File: src/rtl/spi_cfg_sequencer.sv
// Streams a table of 24-bit {reg_addr, reg_data} entries into a byte-wide SPI transmitter, one 3-byte frame per entry.
// Optional per-frame watchdog: define SPI_SEQ_TIMEOUT_EN.

module spi_cfg_sequencer #(
  parameter int DEPTH          = 16,
  parameter int ADDR_W         = 4,
  parameter int GAP_CYCLES     = 8,
  parameter int TIMEOUT_CYCLES = 256
) (
  input  logic              clk,
  input  logic              rst,
  input  logic              cfg_we,
  input  logic [ADDR_W-1:0] cfg_waddr,
  input  logic [23:0]       cfg_wdata,
  input  logic [ADDR_W:0]   num_entries,
  input  logic              start,
  output logic              busy,
  output logic              seq_done,
  output logic [ADDR_W-1:0] cur_index,
  output logic              error,
  output logic              tx_en,
  output logic [7:0]        tx_data,
  output logic              tx_data_ready,
  input  logic              tx_data_req,
  input  logic              tx_done
);

  localparam logic [2:0] S_IDLE = 3'd0;
  localparam logic [2:0] S_LOAD = 3'd1;
  localparam logic [2:0] S_SEND = 3'd2;
  localparam logic [2:0] S_WAIT = 3'd3;
  localparam logic [2:0] S_GAP  = 3'd4;

  localparam int GAP_W = $clog2(GAP_CYCLES + 1);
  localparam logic [GAP_W-1:0] GAP_INIT = GAP_W'(GAP_CYCLES - 1);
  localparam logic [ADDR_W:0]  DEPTH_N  = (ADDR_W + 1)'(DEPTH);

  logic [23:0]       mem [DEPTH];
  logic [23:0]       rdata_q;
  logic              mem_we;

  logic [2:0]        state_q, state_d;
  logic [ADDR_W-1:0] idx_q, idx_d;
  logic [ADDR_W:0]   n_q, n_d;
  logic [ADDR_W:0]   n_start;
  logic [1:0]        byte_cnt_q, byte_cnt_d;
  logic [GAP_W-1:0]  gap_cnt_q, gap_cnt_d;
  logic [23:0]       shift_q, shift_d;
  logic              ready_q, ready_d;
  logic              seq_done_q, seq_done_d;

`ifdef SPI_SEQ_TIMEOUT_EN
  localparam int WD_W = $clog2(TIMEOUT_CYCLES + 1);
  localparam logic [WD_W-1:0] WD_LAST = WD_W'(TIMEOUT_CYCLES - 1);
  logic [WD_W-1:0]   wd_q, wd_d;
  logic              error_q, error_d;
`endif

  assign mem_we  = cfg_we && (state_q == S_IDLE);
  assign n_start = (num_entries > DEPTH_N) ? DEPTH_N : num_entries;

  // Registered table read addressed by next index, so the entry is ready when LOAD runs.
  // A write landing on that address in the same cycle is forwarded (start and write together).
  always_ff @(posedge clk) begin
    if (mem_we) begin
      mem[cfg_waddr] <= cfg_wdata;
    end
    if (mem_we && (cfg_waddr == idx_d)) begin
      rdata_q <= cfg_wdata;
    end else begin
      rdata_q <= mem[idx_d];
    end
  end

  always_comb begin
    state_d    = state_q;
    idx_d      = idx_q;
    n_d        = n_q;
    byte_cnt_d = byte_cnt_q;
    gap_cnt_d  = gap_cnt_q;
    shift_d    = shift_q;
    ready_d    = ready_q;
    seq_done_d = 1'b0;
`ifdef SPI_SEQ_TIMEOUT_EN
    wd_d       = wd_q;
    error_d    = error_q;
`endif
    case (state_q)
      S_IDLE: begin
        if (start) begin
          idx_d = '0;
          n_d   = n_start;
`ifdef SPI_SEQ_TIMEOUT_EN
          error_d = 1'b0;
`endif
          if (n_start == '0) begin
            seq_done_d = 1'b1;
          end else begin
            state_d = S_LOAD;
          end
        end
      end
      S_LOAD: begin
        shift_d    = rdata_q;
        byte_cnt_d = 2'd0;
        ready_d    = 1'b1;
        state_d    = S_SEND;
`ifdef SPI_SEQ_TIMEOUT_EN
        wd_d       = '0;
`endif
      end
      S_SEND: begin
        // The transmitter latches the current byte on this edge; present the next one.
        if (tx_data_req) begin
          case (byte_cnt_q)
            2'd0, 2'd1: begin
              shift_d    = {shift_q[15:0], 8'h00};
              byte_cnt_d = byte_cnt_q + 2'd1;
            end
            default: begin
              ready_d = 1'b0;
              state_d = S_WAIT;
            end
          endcase
        end
      end
      S_WAIT: begin
        if (tx_done) begin
          if ({1'b0, idx_q} == (n_q - (ADDR_W + 1)'(1))) begin
            seq_done_d = 1'b1;
            idx_d      = '0;
            state_d    = S_IDLE;
          end else begin
            gap_cnt_d = GAP_INIT;
            state_d   = S_GAP;
          end
        end
      end
      S_GAP: begin
        if (gap_cnt_q == '0) begin
          idx_d   = idx_q + ADDR_W'(1);
          state_d = S_LOAD;
        end else begin
          gap_cnt_d = gap_cnt_q - GAP_W'(1);
        end
      end
      default: state_d = S_IDLE;
    endcase
`ifdef SPI_SEQ_TIMEOUT_EN
    // A done pulse on the same edge as expiry still completes the frame normally.
    if ((state_q == S_SEND) || ((state_q == S_WAIT) && !tx_done)) begin
      if (wd_q == WD_LAST) begin
        error_d    = 1'b1;
        ready_d    = 1'b0;
        seq_done_d = 1'b1;
        idx_d      = '0;
        state_d    = S_IDLE;
      end else begin
        wd_d = wd_q + WD_W'(1);
      end
    end
`endif
  end

  always_ff @(posedge clk) begin
    if (rst) begin
      state_q    <= S_IDLE;
      idx_q      <= '0;
      n_q        <= '0;
      byte_cnt_q <= 2'd0;
      gap_cnt_q  <= '0;
      shift_q    <= 24'h0;
      ready_q    <= 1'b0;
      seq_done_q <= 1'b0;
    end else begin
      state_q    <= state_d;
      idx_q      <= idx_d;
      n_q        <= n_d;
      byte_cnt_q <= byte_cnt_d;
      gap_cnt_q  <= gap_cnt_d;
      shift_q    <= shift_d;
      ready_q    <= ready_d;
      seq_done_q <= seq_done_d;
    end
  end

`ifdef SPI_SEQ_TIMEOUT_EN
  always_ff @(posedge clk) begin
    if (rst) begin
      wd_q    <= '0;
      error_q <= 1'b0;
    end else begin
      wd_q    <= wd_d;
      error_q <= error_d;
    end
  end

  assign error = error_q;
`else
  logic [31:0] unused_timeout;
  assign unused_timeout = TIMEOUT_CYCLES;
  assign error = 1'b0;
`endif

  assign busy      = (state_q != S_IDLE);
  assign tx_en     = (state_q != S_IDLE);
  assign seq_done  = seq_done_q;
  assign cur_index = idx_q;
  assign tx_data   = shift_q[23:16];
  // Drop valid as soon as reset is seen so the transmitter cannot start another byte.
  assign tx_data_ready = ready_q & ~rst;

endmodule

File: config.mk
export PLATFORM = sky130hd
export DESIGN_NAME = spi_cfg_sequencer
export DESIGN_NICKNAME = d
export VERILOG_FILES = /design/src/rtl/spi_cfg_sequencer.sv
export SDC_FILE = /design/constraint.sdc
export NUM_CORES = 1
export LEC_CHECK = 0
export ABC_AREA = 1
export CORE_MARGIN = 1.5
export CORE_UTILIZATION = 29
export DETAILED_ROUTE_END_ITERATION = 6
export GPL_TIMING_DRIVEN = 0
export HOLD_SLACK_MARGIN = 0.15
export SLEW_MARGIN = 20
export SYNTH_ARGS = -nofsm -noshare
export SYNTH_HDL_FRONTEND = slang
export SYNTH_SLANG_ARGS = --single-unit
File: constraint.sdc
create_clock -name clk -period 3.9 [get_ports clk]
set_input_delay 0.78 -clock clk [delete_from_list [all_inputs] [get_ports clk]]
set_output_delay 0.78 -clock clk [all_outputs]
set_load 0.02 [all_outputs]
==> summary.txt, run 1 <==
Clock network
  – Postcts setup bufs: 0
  – H-tree depth: 2
  – Post-CTS Hold Buffers: 0
  – CTS buffer count: 46
  – Clock transition at the registers of the reported paths: around 60 ps
  – CTS tree: yes
  – Sink Count: roughly 430
  – CTS resizes: 0
  – Max clock buf depth: 3
  – Clock root buffer: clkbuf_16
  – Worst skew pair latency: 580 ps

Floorplanning
  – Row count: 90
  – IO Pins: 56
  – Horiz. Die Dim: about 250 um
  – Height of the die: 250 um
  – Starting Density: 29.4%
  – Die footprint: 0.0627 sq mm
  – Core footprint: approximately 0.06 sq mm

Finish
  – Share of cells above drive strength 1: a little under a tenth
  – Fin nets: about 1700
  – Antenna diodes: 0
  – Fillers: 5744
  – Area Growth Syn to Fin: 19.9%

Critical path
  – Worst Path Arrival: 2290 ps
  – Critical Path, Cell by Cell: clkbuf_1 > buf_1 > nor2_1 > clkdlybuf4s50_1
  – Startpoint types: input pin
  – CP max FO: 10
  – Worst Setup End Kind: output port
  – Slowest stage delay, CP: 560 ps
  – CP max-delay cell: clkdlybuf4s50_1
  – Critical path class: input pin to output port
  – Critical Path RT: roughly 3100 ps

Yosys
  – Post-synth EDFFs: about 380
  – Synth area leaders: edfxtp_1 (65%), nor2_1 (6.5%), dfxtp_1 (5.4%)
  – Sequential share of the synthesized area: 70.4%
  – Synthesis Warnings: 0
  – Synth top cells by count: edfxtp_1 (384), nor2_1 (306), nand2_1 (196)
  – Cell taking the most area after synthesis: edfxtp_1
  – Avg Cell Area, Syn: about 11 sq um
  – Async set-reset flop share out of synthesis: 0%
  – Yosys reg bits: 432
  – Top_reg_cell synth: edfxtp_1
  – Post-Syn Nets: 1623
  – Cell variety after synth: 31
  – Syn Inst Count: 1579
  – Synth top area share: ~65%
  – Post-Syn Area: 0.0177 sq mm
  – Top-count cell post-synth: edfxtp_1

Power
  – Leak Pwr: roughly 7.3 nW
  – Power Density: 534 mW/mm^2
  – Worst VDD drop: 0.261 mV
  – Overall Power: 11.4 mW

Detailed routing
  – Via Count: 12400
  – Drt pass-1 iters: 5
  – Total Wirelength: between 50 and 60 mm
  – Routed vias/inst: 4.94
  – Routed len/inst: 20.5 um
  – Drt initial violations: about 1400
  – DRC Markers: 0
  – Routed Antenna Nets: 0

Placed design
  – Global placement routability congestion: 0.851
  – PortBufs: 53
  – HPWL Detailed: 34.9 mm

Global route
  – Pin count of the biggest net entering global routing: 21
  – Vias in the first global route: between 10000 and 15000
  – Total track usage: 16.3%
  – First-pass GRT wire length: 76.4 mm
  – Total grt overflow: 0
  – Initial antenna violation count: 0

Worst hold path
  – Hold Path Class: register to register

STA
  – Skew final: 23.0 ps
  – Tmin final: 3070 ps
  – Slew Limit Fails: 0
  – Relative slew slack: 36.4%
  – Total negative slack: 0 ps
  – RSZ-0062 raised after global routing: no
  – Worst Max-Slew Pin Slew: between 900 and 1000 ps
  – Final setup viols: 0
  – Fin. Hold Viols: 0
  – Crit share post-route: 78.7%
  – Fmax: 326 MHz

Outcome
  – Status: finished, final reports clean

Job
  – Max Cap Violations: 0
==> critical path: cells and delay by family <==
family | cells | cell delay, ps
buffers and inverters | 3 | 1400
and+or+nand+nor | 1 | 110
==> path summary, 6_finish.rpt <==
check,startpoint,end,slack [ps],cells past startpoint
max reg2reg,state_q[1],mem[11][15],1100,6
min reg2reg,shift_q[23],shift_q[23],460,2
min,shift_q[23],shift_q[23],460,2
max,rst,tx_data_ready,830,4
==> cell usage in the layout, fill, tap and decap left out, types with 3 or more instances in the layout <==
| cell type | Yosys | final |
|---|---|---|
| bufinv_16 | 0 | 3 |
| edfxtp_1 | 384 | 384 |
| o21ai_1 | 19 | 19 |
| clkbuf_16 | 0 | 48 |
| a21oi_1 | 65 | 65 |
| nand3_1 | 157 | 157 |
| clkinv_2 | 0 | 3 |
| clkbuf_1 | 38 | 47 |
| buf_16 | 0 | 14 |
| ha_1 | 5 | 5 |
| o21ai_0 | 142 | 142 |
| inv_1 | 85 | 85 |
| buf_6 | 8 | 8 |
| nor2_4 | 0 | 16 |
| o211ai_1 | 47 | 47 |
| buf_4 | 19 | 19 |
| nor2_1 | 306 | 290 |
| inv_2 | 4 | 4 |
| buf_2 | 24 | 24 |
| nand2_1 | 196 | 196 |
| clkbuf_2 | 0 | 3 |
| dfxtp_1 | 48 | 48 |
| nand4_1 | 5 | 5 |
| buf_1 | 9 | 9 |
| a211oi_1 | 4 | 4 |
| clkdlybuf4s50_1 | 0 | 53 |
| clkinv_1 | 0 | 10 |
==> metal layers <==
metal | vias up | track usage (%) | wire [um] | part of all wire (%)
li1 | 5753 | - | - | -
met1 | 6018 | 21.5 | 21300 | 41
met2 | 543 | 26.8 | 24100 | 47
met3 | 90 | 3.48 | 4790 | 9.3
met4 | 0 | 4.69 | 1290 | 2.5
met5 | - | 0 | 0 | 0
==> through the flow <==
stage          cells  hold slack (ps)  utilization [%]  area, sq um  setup WS [ps]
6_report        2512              461             35.2        21300            831
5_1_grt         2512              480             35.2        21300            745
4_1_cts         2512              463             35.2        21300            840
3_5_place_dp    2430              454             32.7        19800            613
3_3_place_gp    2414              450             31.8        19300           -743
2_1_floorplan   1579              439                -        17700           1300
==> area by class of cell <==
type                    instances  area (sq um)  share of cell area (%)
plain buffers                  99           544                    2.56
repair buffers                 69           956                    4.49
clock buffers                  62          1280                    6.01
clock inverters                20           193                   0.906
multi-input cells             959          4500                    21.1
flip-flops and latches        432         12500                    58.7
well taps                     782           978                    4.60
inverters                      89           334                    1.57
==> cell families after synthesis <==
kind of cell | after synthesis | share of synthesized area, %
flops | 432 | 70.4
buf+inv | 188 | 4.95
other cells | 1 | 0.0211
compound gates | 280 | 8.65
fa+ha+maj | 5 | 0.352
xor+xnor | 2 | 0.0987
simple gates | 671 | 15.5
==> power breakdown <==
part | switching (mW) | leakage, nW | internal, mW
logic | 1.11 | 2.76 | 0.580
clock network | 1.79 | 0.721 | 2.49
registers | 0.101 | 3.85 | 5.27
==> flip-flops by register name, indices dropped and copies added, names as in the netlist, named ones only <==
signal / count
mem: 384
seq_done: 1
byte_cnt_q: 2
shift_q: 24
n_q: 5
gap_cnt_q: 4
ready_q: 1
state_q: 3
cur_index: 4
No activity file was read; power rests on OpenSTA's default activity.
==> inputs of run 2 (changes only) <==
==> constraint.sdc (replaced) <==
create_clock -name clk -period 2.5 [get_ports clk]
set_input_delay 0.5 -clock clk [delete_from_list [all_inputs] [get_ports clk]]
set_output_delay 0.5 -clock clk [all_outputs]
set_load 0.02 [all_outputs]
==> run 2 against run 1 <==
Compared with the run above:
- critical path depth up 4
- global-route usage up 0.92 points
- first-iteration DRC count up 13%
- critical path type is now register to register
- combinational power up 62%
- sequential share of layout area down 0.81 points
- critical endpoint is now shift_q[14]
==> summary.txt, run 2 (synthesis results as in run 1) <==
Critical path
  – CP max-delay cell: buf_1
  – Critical Path RT: 3000 ps (-120 ps)
  – Startpoint types: register
  – CP max FO: 10 (unchanged)
  – Slowest stage delay, CP: 600 ps (+40 ps)
  – Critical Path, Cell by Cell: buf_6 > buf_1 > o21ai_0 > nand3_1 > nand3_1 > nand3_1 > nand2_1 > a21oi_1
  – Critical path class: register to register
  – CP delay by family, top: buffers and inverters
  – Worst Setup End Kind: register
  – Buf/Inv on CP: 2 (-1)
  – Worst Path Arrival: 2880 ps (+590 ps)
  – Most used cell, CP: nand3_1

Global route
  – First-pass GRT wire length: 80.0 mm (+4.8%)
  – Pin count of the biggest net entering global routing: 17 (-19%)
  – Total grt overflow: 0 (unchanged)
  – Total track usage: 17.2% (+0.92 points)
  – Initial antenna violation count: 6 (+6)
  – Vias in the first global route: 12400 (+2.0%)

Floorplanning
  – Horiz. Die Dim: 250 um (unchanged)
  – Core footprint: 0.0605 sq mm (unchanged)
  – Row count: 90 (unchanged)
  – Die footprint: 0.0627 sq mm (unchanged)
  – Starting Density: 29.4% (unchanged)
  – Height of the die: 250 um (unchanged)
  – IO Pins: 56 (unchanged)

Finish
  – Max reg flops: 384 (unchanged)
  – Most frequent cells in the layout: edfxtp_1 (384), nor2_1 (289), nand2_1 (195)
  – Final core utilization: 35.7% (+0.50 points)
  – Fillers: 5779 (+0.61%)
  – Fin nets: 1758 (+1.0%)
  – Largest Register: mem
  – Post-route insts no fill: 2533 (+0.84%)
  – Share of cells above drive strength 1: 10.4% (+1.4 points)
  – Area Growth Syn to Fin: 21.6%
  – Commonest non-fill, non-tap cell in the layout: edfxtp_1
  – Top Registers: mem (384), shift_q (24), n_q (5)

Detailed routing
  – DRC Markers: 0 (unchanged)
  – Via Count: 12800 (+3.0%)
  – Routed len/inst: 21.4 um (+4.5%)
  – Total Wirelength: 54.2 mm (+5.3%)
  – Routed vias/inst: 5.04 (+2.1%)
  – Drt initial violations: 1527 (+13%)
  – Drt pass-1 iters: 6 (+1)
  – Routed Antenna Nets: 0 (unchanged)

Power
  – Part of the power in registers: 47.6% (+0.3 points)
  – Internal: 12.9 mW (+54%)
  – Worst VDD drop: 0.474 mV (+82%)
  – Switch Pwr: 4.78 mW (+59%)
  – Clk pwr share: 37.0% (-0.8 points)
  – Power Density: 818 mW/mm^2 (+53%)
  – Leak Pwr: 7.47 nW (+1.9%)
  – Logic pwr share: 15.5% (+0.6 points)
  – Sw Ratio: 27.1% (+0.62 points)

Clock network
  – Clock transition at the registers of the reported paths: 60 ps (about the same)
  – Sink Count: 432 (unchanged)
  – Clock root buffer: clkbuf_16
  – H-tree depth: 2 (unchanged)
  – CTS buffer count: 46 (unchanged)
  – Post-CTS Hold Buffers: 0 (unchanged)
  – CTS tree: yes
  – Worst skew pair latency: 590 ps (about the same)
  – Max clock buf depth: 3 (unchanged)

STA
  – Tmin final: 2370 ps
  – Fin. Hold Viols: 0 (unchanged)
  – Fmax: 422 MHz
  – Final setup viols: 0 (unchanged)
  – Crit share post-route: 94.9%
  – RSZ-0062 raised after global routing: no
  – Slew Limit Fails: 0 (unchanged)
  – Relative slew slack: 40.4% (+3.9 points)
  – Skew final: 28.7 ps (+5.68 ps)
  – Worst Max-Slew Pin Slew: 894 ps (-59.0 ps)

Job
  – Max Cap Violations: 0 (unchanged)

Worst hold path
  – Hold Path Class: input pin to register

Placed design
  – HPWL Detailed: 36.3 mm (+3.8%)
  – PortBufs: 53 (unchanged)
  – Global placement routability congestion: 0.876 (+2.9%)
  – Placed insts: 2430 (unchanged)

Outcome
  – Status: finished, final reports clean
run 2: changes by cell type in the layout (fill, tap and decap cells not counted), sizes merged:
cell | previous run | this run
bufinv | 3 | 2
clkdlybuf4s50 | 53 | 52
buf | 77 | 95
dlymetal6s2s | 0 | 1
diode | 0 | 2
clkinv | 16 | 17
clkinvlp | 0 | 1
run 2: path summary, 6_finish.rpt:
path,slack (ps),endpoint,cells past startpoint,from
worst min register to register,460,ready_q,2,ready_q
worst min-delay path,380,ready_q,2,rst
worst max-delay path,130,shift_q[14],8,register
worst max register to register,130,shift_q[14],8,register
run 2: area by class of cell:
class | instances | area, sq um | share of cell area [%]
multi-input cells | 959 | 4510 | 20.9
clock inverters | 21 | 174 | 0.806
diodes | 2 | 5.00 | 0.0232
flip-flops and latches | 432 | 12500 | 57.9
repair buffers | 87 | 1280 | 5.95
inverters | 89 | 334 | 1.55
clock buffers | 62 | 1240 | 5.76
plain buffers | 99 | 551 | 2.55
well taps | 782 | 978 | 4.53
run 2: timing repair:
action                                  in CTS  in global routing
pin swaps                                   15                  0
resized for setup                            7                  5
buffers inserted                            18                  0
endpoints found under the setup margin     397                330
run 2: power groups by stage:
stage | Clock, mW | Sequential, mW | Combinational, mW
finish | 6.52 | 8.39 | 2.73
CTS | 6.58 | 8.39 | 2.72
global route | 6.83 | 8.43 | 3.01
global placement | 0 | 8.53 | 2.55
floorplan | 0 | 8.49 | 1.62
detailed placement | 0 | 8.54 | 2.67
run 2: stage by stage:
stage	TNS [ps]	instance area (sq um)	total power [mW]	hold slack, ps	setup slack, ps
2_1_floorplan	-27670	17800	10.1	439	-98.5
3_3_place_gp	-584760	19300	11.1	450	-1920
3_5_place_dp	-151100	19800	11.2	454	-563
4_1_cts	0	21600	17.7	363	17.1
5_1_grt	0	21600	18.3	395	18.2
6_report	0	21600	17.6	382	128
run 2: layer usage:
layer	vias up	track usage (%)	part of all wire [%]
li1	5784	-	-
met1	6204	22.6	40
met2	666	28.1	47
met3	114	3.64	9.8
met4	8	5.84	2.9
met5	-	0	0.10
